===== src/rtl/i2s_sample_feeder_pkg.sv =====
// Shared I2S timing constants for the 50 MHz / 48 kHz transmit path.
// These constants were previously supplied through i2s_defs.vh, which the serialiser and receiver also used.
package i2s_sample_feeder_pkg;

    localparam int unsigned DEF_SAMPLE_W    = 24;
    localparam int unsigned DEF_ACC_W       = 32;
    localparam int unsigned DEF_ACC_INC     = 395824186;
    localparam int unsigned DEF_BCLK_PER_CH = 24;
    localparam int unsigned DEF_FIFO_DEPTH  = 8;

    typedef enum logic {
        SLOT_LEFT  = 1'b0,
        SLOT_RIGHT = 1'b1
    } slot_e;

endpackage


===== src/rtl/i2s_sample_feeder_sync_fifo.sv =====
// Single-clock FIFO holding stereo sample pairs.
// The read data is the head entry, presented combinationally.
module i2s_sample_feeder_sync_fifo #(
    parameter int unsigned WIDTH = 48,
    parameter int unsigned DEPTH = 8
) (
    input  logic                       clk,
    input  logic                       reset,
    input  logic                       push,
    input  logic [WIDTH-1:0]           wdata,
    input  logic                       pop,
    output logic [WIDTH-1:0]           rdata,
    output logic [$clog2(DEPTH):0]     level,
    output logic                       full,
    output logic                       empty
);

    localparam int unsigned AW = $clog2(DEPTH);

    logic [WIDTH-1:0] mem [DEPTH];
    logic [AW-1:0]    wptr;
    logic [AW-1:0]    rptr;
    logic             do_push;
    logic             do_pop;

    always_comb begin
        full    = (level == (AW+1)'(DEPTH));
        empty   = (level == '0);
        do_push = push && !full;
        do_pop  = pop && !empty;
        rdata   = mem[rptr];
    end

    always_ff @(posedge clk) begin
        if (do_push) begin
            mem[wptr] <= wdata;
        end
    end

    // DEPTH is a power of two, so the pointers wrap naturally.
    always_ff @(posedge clk or negedge reset) begin
        if (!reset) begin
            wptr  <= '0;
            rptr  <= '0;
            level <= '0;
        end else begin
            if (do_push) begin
                wptr <= wptr + AW'(1);
            end
            if (do_pop) begin
                rptr <= rptr + AW'(1);
            end
            case ({do_push, do_pop})
                2'b10:   level <= level + (AW+1)'(1);
                2'b01:   level <= level - (AW+1)'(1);
                default: level <= level;
            endcase
        end
    end

endmodule


===== src/rtl/i2s_sample_feeder.sv =====
// I2S transmit feeder: phase-accumulator bclk/daclrc generation, sample-pair FIFO,
// and slot-aligned presentation of the current channel word to the serialiser.
module i2s_sample_feeder
    import i2s_sample_feeder_pkg::*;
#(
    parameter int unsigned SAMPLE_W    = DEF_SAMPLE_W,
    parameter int unsigned FIFO_DEPTH  = DEF_FIFO_DEPTH,
    parameter int unsigned ACC_W       = DEF_ACC_W,
    parameter int unsigned ACC_INC     = DEF_ACC_INC,
    parameter int unsigned BCLK_PER_CH = DEF_BCLK_PER_CH
) (
    input  logic                          clk,
    input  logic                          reset,
    input  logic                          enable,
    input  logic                          s_valid,
    output logic                          s_ready,
    input  logic [SAMPLE_W-1:0]           s_left,
    input  logic [SAMPLE_W-1:0]           s_right,
    output logic                          bclk,
    output logic                          daclrc,
    output logic [SAMPLE_W-1:0]           audio_data,
    output logic [$clog2(FIFO_DEPTH):0]   fifo_level,
    output logic                          underrun,
    output logic [15:0]                   underrun_cnt
);

    localparam int unsigned CNT_W = $clog2(BCLK_PER_CH);
    localparam logic [ACC_W-1:0] INC      = ACC_W'(ACC_INC);
    localparam logic [CNT_W-1:0] LAST_BIT = CNT_W'(BCLK_PER_CH - 1);

    logic [ACC_W-1:0]      acc;
    logic [ACC_W:0]        acc_sum;
    logic [CNT_W-1:0]      bitcnt;
    slot_e                 slot;
    logic [SAMPLE_W-1:0]   right_hold;
    logic                  fall_tog;
    logic                  slot_tog;
    logic                  frame_start;
    logic                  fifo_push;
    logic                  fifo_pop;
    logic                  fifo_full;
    logic                  fifo_empty;
    logic [2*SAMPLE_W-1:0] fifo_rdata;

    always_comb begin
        acc_sum     = {1'b0, acc} + {1'b0, INC};
        fall_tog    = enable && acc_sum[ACC_W] && bclk;
        slot_tog    = fall_tog && (bitcnt == LAST_BIT);
        frame_start = slot_tog && (slot == SLOT_RIGHT);
        fifo_pop    = frame_start && !fifo_empty;
        s_ready     = !fifo_full;
        fifo_push   = s_valid && s_ready;
    end

    assign daclrc = slot;

    i2s_sample_feeder_sync_fifo #(
        .WIDTH (2*SAMPLE_W),
        .DEPTH (FIFO_DEPTH)
    ) u_fifo (
        .clk   (clk),
        .reset (reset),
        .push  (fifo_push),
        .wdata ({s_left, s_right}),
        .pop   (fifo_pop),
        .rdata (fifo_rdata),
        .level (fifo_level),
        .full  (fifo_full),
        .empty (fifo_empty)
    );

    // Idling parks in the right slot so the first slot after enable is a fresh left pop.
    always_ff @(posedge clk or negedge reset) begin
        if (!reset) begin
            acc          <= '0;
            bitcnt       <= '0;
            bclk         <= 1'b0;
            slot         <= SLOT_RIGHT;
            audio_data   <= '0;
            right_hold   <= '0;
            underrun     <= 1'b0;
            underrun_cnt <= '0;
        end else if (!enable) begin
            acc        <= '0;
            bitcnt     <= '0;
            bclk       <= 1'b0;
            slot       <= SLOT_RIGHT;
            audio_data <= '0;
            right_hold <= '0;
            underrun   <= 1'b0;
        end else begin
            acc      <= acc_sum[ACC_W-1:0];
            underrun <= 1'b0;
            if (acc_sum[ACC_W]) begin
                bclk <= ~bclk;
            end
            if (fall_tog) begin
                bitcnt <= slot_tog ? '0 : bitcnt + CNT_W'(1);
            end
            if (slot_tog) begin
                if (slot == SLOT_RIGHT) begin
                    slot <= SLOT_LEFT;
                    if (!fifo_empty) begin
                        audio_data <= fifo_rdata[2*SAMPLE_W-1:SAMPLE_W];
                        right_hold <= fifo_rdata[SAMPLE_W-1:0];
                    end else begin
                        audio_data <= '0;
                        right_hold <= '0;
                        underrun   <= 1'b1;
                        if (underrun_cnt != '1) begin
                            underrun_cnt <= underrun_cnt + 16'd1;
                        end
                    end
                end else begin
                    slot       <= SLOT_RIGHT;
                    audio_data <= right_hold;
                end
            end
        end
    end

endmodule


===== config.mk =====
export PLATFORM = sky130hd
export DESIGN_NAME = i2s_sample_feeder
export DESIGN_NICKNAME = d
export VERILOG_FILES = /design/src/rtl/i2s_sample_feeder_pkg.sv /design/src/rtl/i2s_sample_feeder_sync_fifo.sv /design/src/rtl/i2s_sample_feeder.sv
export SDC_FILE = /design/constraint.sdc
export NUM_CORES = 1
export LEC_CHECK = 0
export CAP_MARGIN = 20
export CORE_UTILIZATION = 50
export CTS_CLUSTER_SIZE = 25
export DETAILED_ROUTE_END_ITERATION = 10
export GPL_ROUTABILITY_DRIVEN = 0
export PLACE_DENSITY = 0.67
export REMOVE_ABC_BUFFERS = 1
export SLEW_MARGIN = 10
export SYNTH_ARGS = -nofsm -noshare
export SYNTH_HDL_FRONTEND = slang
export SYNTH_SLANG_ARGS = --single-unit

===== constraint.sdc =====
create_clock -name clk -period 6.65 [get_ports clk]
set_input_delay 0.665 -clock clk [delete_from_list [all_inputs] [get_ports clk]]
set_output_delay 0.665 -clock clk [all_outputs]
set_load 0.03 [all_outputs]

==> qor.tcl, run 1 <==
set qor(run_status) {finished, final reports clean}
set qor(core.rowCount) 72
set qor(synth_largest_type_area_fraction_pct) 57.9
set qor(gr-usage-all-layers_pct) 20.0
set qor(maximum_number_of_pins_on_one_net_before_global_route_repair) 74
set qor(synth-edff-count) 384
set qor(mostFrequentLayoutCells) {384 x edfxtp_1, 109 x dfrtp_1, 97 x clkdlybuf4s50_1}
set qor(cp_data_arrival_time_ps) 3700
set qor(required_worst_endpoint_ps) 7100
set qor(min_path_type) {in2async}
set qor(worstSetupEndpointType) {flop}
set qor(max-vdd-ir-drop_v) 0.000255
set qor(buffer_ports.inserted) 99
set qor(grt_setup_unrepaired) {no}
set qor(mux_cell_area_share_after_synthesis_pct) 15.1
set qor(layout-drive-gt1-share_pct) 18.2
set qor(synthesis.yosys.warnings) 0
set qor(grt_antenna_before_repair) 2
set qor(cts_tree) {yes}
set qor(ys_ff_latch) 497
set qor(layout.cells.most_common) {edfxtp_1}
set qor(cellPowerDensity_mw_per_mm2) 334
set qor(hold_viol) 0
set qor(worst_slew_pin_tran_ps) 1130
set qor(syn_avg_cell_area_sq_um) 18.1
set qor(maxSlewHeadroom_pct) 24.4
set qor(worst_skew_pair.late_latency_ps) 590
set qor(detailedPlace.worstSlack_ps) 3310
set qor(synth_async_sr_flop_share_pct) 22.7
set qor(postCtsSetupBuffers) 0
set qor(synthToLayoutAreaGrowth_pct) 16.2
set qor(synth_cells) 1103
set qor(cpPeakStageDelay_ps) 600
set qor(timing.final.setup_violations) 0
set qor(numCtsBuffers) 49
set qor(postSynth.topFlopCell) {edfxtp_1}
set qor(skew_ps) 25.2
set qor(grt_pass1_vias) 10600
set qor(post-route-period-util_pct) 49.0
set qor(vias) 10122
set qor(first_iter_violations) 609
set qor(coreArea_sq_mm) 0.0390
set qor(drt-pass1-iter-count) 5
set qor(yosys.area_share.xor_xnor_pct) 1.93
set qor(hpwlAfterDp_microns) 20000
set qor(max_freq_ghz) 0.307
set qor(cts_repair_resize_count) 0
set qor(global_route_wire_length_before_repair_microns) 61800
set qor(wire_per_inst_microns) 22.1
set qor(max_root_sink_buffers) 3
set qor(path_common_cell) {xor2_1}
set qor(ctsRootBufferMaster) {clkbuf_16}
set qor(ant_nets) 0
set qor(setup_ws_ps) 3390
set qor(finalNetCount) 1275
set qor(post_synthesis_compound_gate_area_fraction_pct) 2.96
set qor(route.detailed.drc) 0
set qor(worstPathMaxFanout) 10
set qor(dieArea_sq_mm) 0.0406
set qor(synth_top_family_by_area) {multiplexers}
set qor(cts_sinks) 497
set qor(slew_violations) 0
set qor(holdBufCountCts) 0
set qor(critical_path.slowest_cell) {or4_1}
set qor(clock_pin_slew_of_the_registers_on_the_worst_case_setup_and_hold_paths_ps) 60
set qor(cp-start-kind) {flop}
set qor(globalRoute.totalOverflow) 0
set qor(initial_utilization_pct) 51.1
set qor(synth_largest_area_cell) {edfxtp_1}
set qor(final_period_minus_worst_setup_slack_ps) 3260
set qor(die_height_microns) 202
set qor(detail_route.vias_per_cell) 5.71
set qor(route.final.wire_length_microns) 39300
set qor(syn_area_sq_mm) 0.0199
set qor(cts.htree.levels) 2
set qor(cellLeakagePower_nw) 7.73
set qor(synth.area.top_cells) {edfxtp_1 58%, dfrtp_1 14%, mux4_2 11%}
set qor(timing.critical_path.cells) {or4_1 -> a311oi_1 -> o211a_1 -> nand4b_1 -> nor2_1 -> ha_1 -> xor2_1 -> ha_1 -> a21oi_1 -> xor2_1 -> nor2_1 -> xor2_1}
set qor(timing.max_cap.violations) 0
set qor(synth_cell_types) 55
set qor(synth_simple_gate_area_share_pct) 6.11
set qor(horizontal_die_dimension_microns) 202
set qor(setup-tns-final_ps) 0
set qor(ios) 100
set qor(critPathKind) {reg2reg}
set qor(seq_area_frac_synth_pct) 72.1
set qor(yosys.area_share.adder_pct) 0.502
## cells in the mapped netlist, types with 17 or more instances
master      n
mux4_2     96
edfxtp_1  384
or3_1      30
mux2i_1    51
xor2_1     18
nor2_1     24
o21ai_0    41
and2_1     26
mux2_2     17
nand2_1    76
xnor2_1    26
clkbuf_1   36
a21boi_1   24
dfrtp_1   112
## through the flow
step | cell area [sq um] | total power (W) | instances | hold WS (ps) | util (%)
5_1_grt | 23100 | 0.00803 | 1774 | 189 | 59.3
3_3_place_gp | 21500 | 0.00499 | 1682 | 477 | 55.1
6_report | 23100 | 0.00772 | 1774 | 143 | 59.3
4_1_cts | 23100 | 0.00781 | 1773 | 152 | 59.3
2_1_floorplan | 19700 | 0.00458 | 1049 | 369 | -
3_5_place_dp | 21500 | 0.00502 | 1682 | 479 | 55.1
## layer usage
metal	part of all wire (%)	global-route usage (%)
met1	44	28.3
met2	49	32.4
met3	4.4	3.77
met4	1.7	5.01
met5	0.033	0
## final timing paths
path                           startpoint              end  slack [ps]  cells past startpoint
min                                 reset           acc[6]         140                      1
max reg2reg                       acc[25]  u_fifo.level[2]        3390                     12
max in group asynchronous           reset   u_fifo.rptr[1]        5050                      2
min in group clk           audio_data[10]   audio_data[10]         490                      1
max                               acc[25]  u_fifo.level[2]        3390                     12
min reg2reg                audio_data[10]   audio_data[10]         490                      1
## flip-flops by register name (all words and copies together) (netlist names)
name / cells
underrun: 1
daclrc: 1
u_fifo.mem: 384
underrun_cnt: 16
acc: 31
bclk: 1
u_fifo.rptr: 3
u_fifo.wptr: 3
audio_data: 24
right_hold: 24
u_fifo.level: 4
bitcnt: 5
## cell families (layout without fill, tap and decap cells)
kind of cell             count (synthesis)  count (layout)
flip-flops                             497             497
AND/OR/NAND/NOR                        229             229
multiplexers                           177             177
AO/OA/AOI/OAI                           92              92
buffers and inverters                   56             208
XOR/XNOR                                44              44
adder cells (fa/ha/maj)                  8               8
other                                    0               1
## final cells by class
type	count	area (sq um)
fill	2931	15900
clock buffer	73	1410
timing repair buffer	115	1120
clock inverter	18	219
tap	518	648
multi-input combinational	550	5370
antenna	1	2.50
inverter	2	7.51
sequential	497	14400
## critical path: cells and delay by family, from the launching register on
family,cells,cell delay (ps)
AO/OA/AOI/OAI,3,810
AND/OR/NAND/NOR,4,960
flip-flops,1,400
XOR/XNOR,3,460
adder cells (fa/ha/maj),2,490
## power by group
group	internal (W)	total [W]	switching, W
combinational	0.000362	0.000964	0.000602
clock	0.00163	0.00278	0.00114
sequential	0.00380	0.00398	0.000178
total	0.00580	0.00772	0.00192
(Power assumes the default switching activity.)
==> inputs of run 2 (changes only) <==
==> constraint.sdc (replaced) <==
create_clock -name clk -period 3.41 [get_ports clk]
set_input_delay 0.341 -clock clk [delete_from_list [all_inputs] [get_ports clk]]
set_output_delay 0.341 -clock clk [all_outputs]
set_load 0.03 [all_outputs]
==> qor.tcl, run 2 (synthesis results as in run 1) <==
set qor(run_status) {finished, final reports clean}
set qor(grt_pass1_vias) 10798
set qor(layout_top_registers) {u_fifo.mem: 384 flops, acc: 31 flops}
set qor(coreArea_sq_mm) 0.0390
set qor(die_height_microns) 202
set qor(cts_repair_resize_count) 0
set qor(required_worst_endpoint_ps) 3870
set qor(cellLeakagePower_nw) 7.89
set qor(gr-usage-all-layers_pct) 20.4
set qor(ctsRootBufferMaster) {clkbuf_16}
set qor(core.rowCount) 72
set qor(drt-pass1-iter-count) 5
set qor(ios) 100
set qor(max-vdd-ir-drop_v) 0.000428
set qor(timing.critical_path.cells) {or4_1 -> a311oi_1 -> o211a_1 -> nand4b_1 -> nor2_1 -> ha_1 -> xor2_1 -> ha_1 -> a21oi_1 -> xor2_1 -> nor2_1 -> xor2_1}
set qor(max_root_sink_buffers) 3
set qor(numCtsBuffers) 51
set qor(instances_no_fill) 1792
set qor(finalNetCount) 1289
set qor(setup-tns-final_ps) 0
set qor(critical_path.startpoint) {acc[26]}
set qor(critPathKind) {reg2reg}
set qor(global_route_wire_length_before_repair_microns) 63000
set qor(timing.max_cap.violations) 0
set qor(largest_register_ff_count) 384
set qor(min_path_type) {in2reg}
set qor(worstReg2RegEnd) {u_fifo.level[2]}
set qor(grt_antenna_before_repair) 4
set qor(worst_skew_pair.late_latency_ps) 600
set qor(final_period_minus_worst_setup_slack_ps) 3010
set qor(min_from) {enable}
set qor(regMostFlops) {u_fifo.mem}
set qor(top_layer) {met5}
set qor(cpPeakStageDelay_ps) 610
set qor(max_freq_ghz) 0.333
set qor(min_path_cells) 4
set qor(maximum_number_of_pins_on_one_net_before_global_route_repair) 73
set qor(cp-start-kind) {flop}
set qor(initial_utilization_pct) 51.1
set qor(layout.cells.most_common) {edfxtp_1}
set qor(cts_sinks) 497
set qor(clock_pin_slew_of_the_registers_on_the_worst_case_setup_and_hold_paths_ps) 60
set qor(post-route-period-util_pct) 88.2
set qor(worst_slew_pin_tran_ps) 743
set qor(place.detailed.instances) 1693
set qor(number_of_cell_instances_on_the_worst_register_to_register_path) 12
set qor(worstSetupEndpointType) {flop}
set qor(detail_route.vias_per_cell) 5.73
set qor(post-route-cell-area_sq_mm) 0.0235
set qor(layout-drive-gt1-share_pct) 19.0
set qor(cts_tree) {yes}
set qor(critical_path.slowest_cell) {or4_1}
set qor(critical_path.reg2reg.startpoint) {acc[26]}
set qor(synthToLayoutAreaGrowth_pct) 18.1
set qor(critPathTopFamily) {simple AND/OR/NAND/NOR gates}
set qor(route.detailed.drc) 0
set qor(worst-path-buf-inv) 0
set qor(path_common_cell) {xor2_1}
set qor(cp_data_arrival_time_ps) 3470
set qor(met3_wirelength_microns) 1930
set qor(fillers) 2844
set qor(first_iter_violations) 744
set qor(timing.final.setup_violations) 0
set qor(met2RoutedLength_microns) 19200
set qor(dieArea_sq_mm) 0.0406
set qor(hold_viol) 0
set qor(worstPathMaxFanout) 5
set qor(maxSlewHeadroom_pct) 50.5
set qor(hpwlAfterDp_microns) 21500
set qor(ant_nets) 0
set qor(cts.htree.levels) 2
set qor(utilization_pct) 60.3
set qor(skew_ps) 20.5
set qor(cellPowerDensity_mw_per_mm2) 659
set qor(route.final.wire_length_microns) 39700
set qor(r2r_setup_slack_ps) 400
set qor(vias) 10263
set qor(whs_ps) 331
set qor(placed_area_sq_mm) 0.0217
set qor(wire_per_inst_microns) 22.2
set qor(globalRoute.totalOverflow) 0
set qor(detail_route.wirelength.met1_microns) 17600
set qor(slew_violations) 0
set qor(horizontal_die_dimension_microns) 202
set qor(mostFrequentLayoutCells) {384 x edfxtp_1, 109 x dfrtp_1, 97 x clkdlybuf4s50_1}
set qor(worstHoldEndpoint) {underrun}
set qor(buffer_ports.inserted) 99
set qor(grt_setup_unrepaired) {no}
[run 2: changes by cell type in the layout (fill, tap and decap cells not counted), sizes merged]
| cell | change |
|---|---|
| buf | +11 |
| diode | +1 |
| bufinv | +3 |
| clkinv | +3 |
| inv | +1 |
| clkbuf | -2 |
| dlygate4sd3 | +1 |
[run 2: power breakdown]
part | internal [W] | switching, W | total [W]
registers | 0.00740 | 0.000347 | 0.00775
logic | 0.000777 | 0.00120 | 0.00198
clock network | 0.00347 | 0.00230 | 0.00577
[run 2: how the worst max path moves through the flow]
stage | slack, ps | to | depth (start not counted)
2_1_floorplan | -1890 | u_fifo.mem[0][0] | 5
3_3_place_gp | 460 | u_fifo.level[2] | 12
3_5_place_dp | 420 | u_fifo.level[2] | 12
4_1_cts | 400 | u_fifo.level[2] | 12
5_1_grt | 240 | u_fifo.level[2] | 12
6_report | 400 | u_fifo.level[2] | 12
[run 2: through the flow]
stage	power [W]	setup slack, ps
4_1_cts	0.0157	400
3_5_place_dp	0.00989	417
3_3_place_gp	0.00982	457
5_1_grt	0.0161	238
2_1_floorplan	0.00892	-1890
6_report	0.0155	403
[run 2: cell type report]
class | count | area (sq um) | area share (%)
sequential | 497 | 14400 | 61.1
clock inverter | 25 | 342 | 1.45
multi-input combinational | 550 | 5370 | 22.8
inverter | 2 | 7.51 | 0.0319
antenna | 2 | 5.00 | 0.0213
clock buffer | 71 | 1420 | 6.05
tap | 518 | 648 | 2.76
timing repair buffer | 127 | 1360 | 5.78
[run 2: what timing repair did]
item,CTS,global route
setup buffers,0,0
hold endpoints to repair,48,0
hold buffers,1,0
[run 2: layer usage]
layer | vias up | GRT usage, %
li1 | 4587 | -
met1 | 5353 | 28.2
met2 | 252 | 33.4
met3 | 67 | 3.32
met4 | 4 | 6.41
met5 | - | 0
[run 2: worst min-delay path: cells and delay by family]
family,cells,cell delay [ps]
and+or+nand+nor,3,410
buffers and inverters,1,130
==> inputs of run 3 (changes only) <==
--- a/config.mk
+++ b/config.mk
@@ -12,6 +12,7 @@
 export GPL_ROUTABILITY_DRIVEN = 0
 export PLACE_DENSITY = 0.67
 export REMOVE_ABC_BUFFERS = 1
+export SKIP_CTS_REPAIR_TIMING = 1
 export SLEW_MARGIN = 10
 export SYNTH_ARGS = -nofsm -noshare
 export SYNTH_HDL_FRONTEND = slang
==> results of run 3 <==
The final DEF is identical to that of run 2; final timing and power are the same.
Main changes from that run: via count of the first global-routing pass 10798 -> 10791; met1 usage 28.2% -> 28.3%
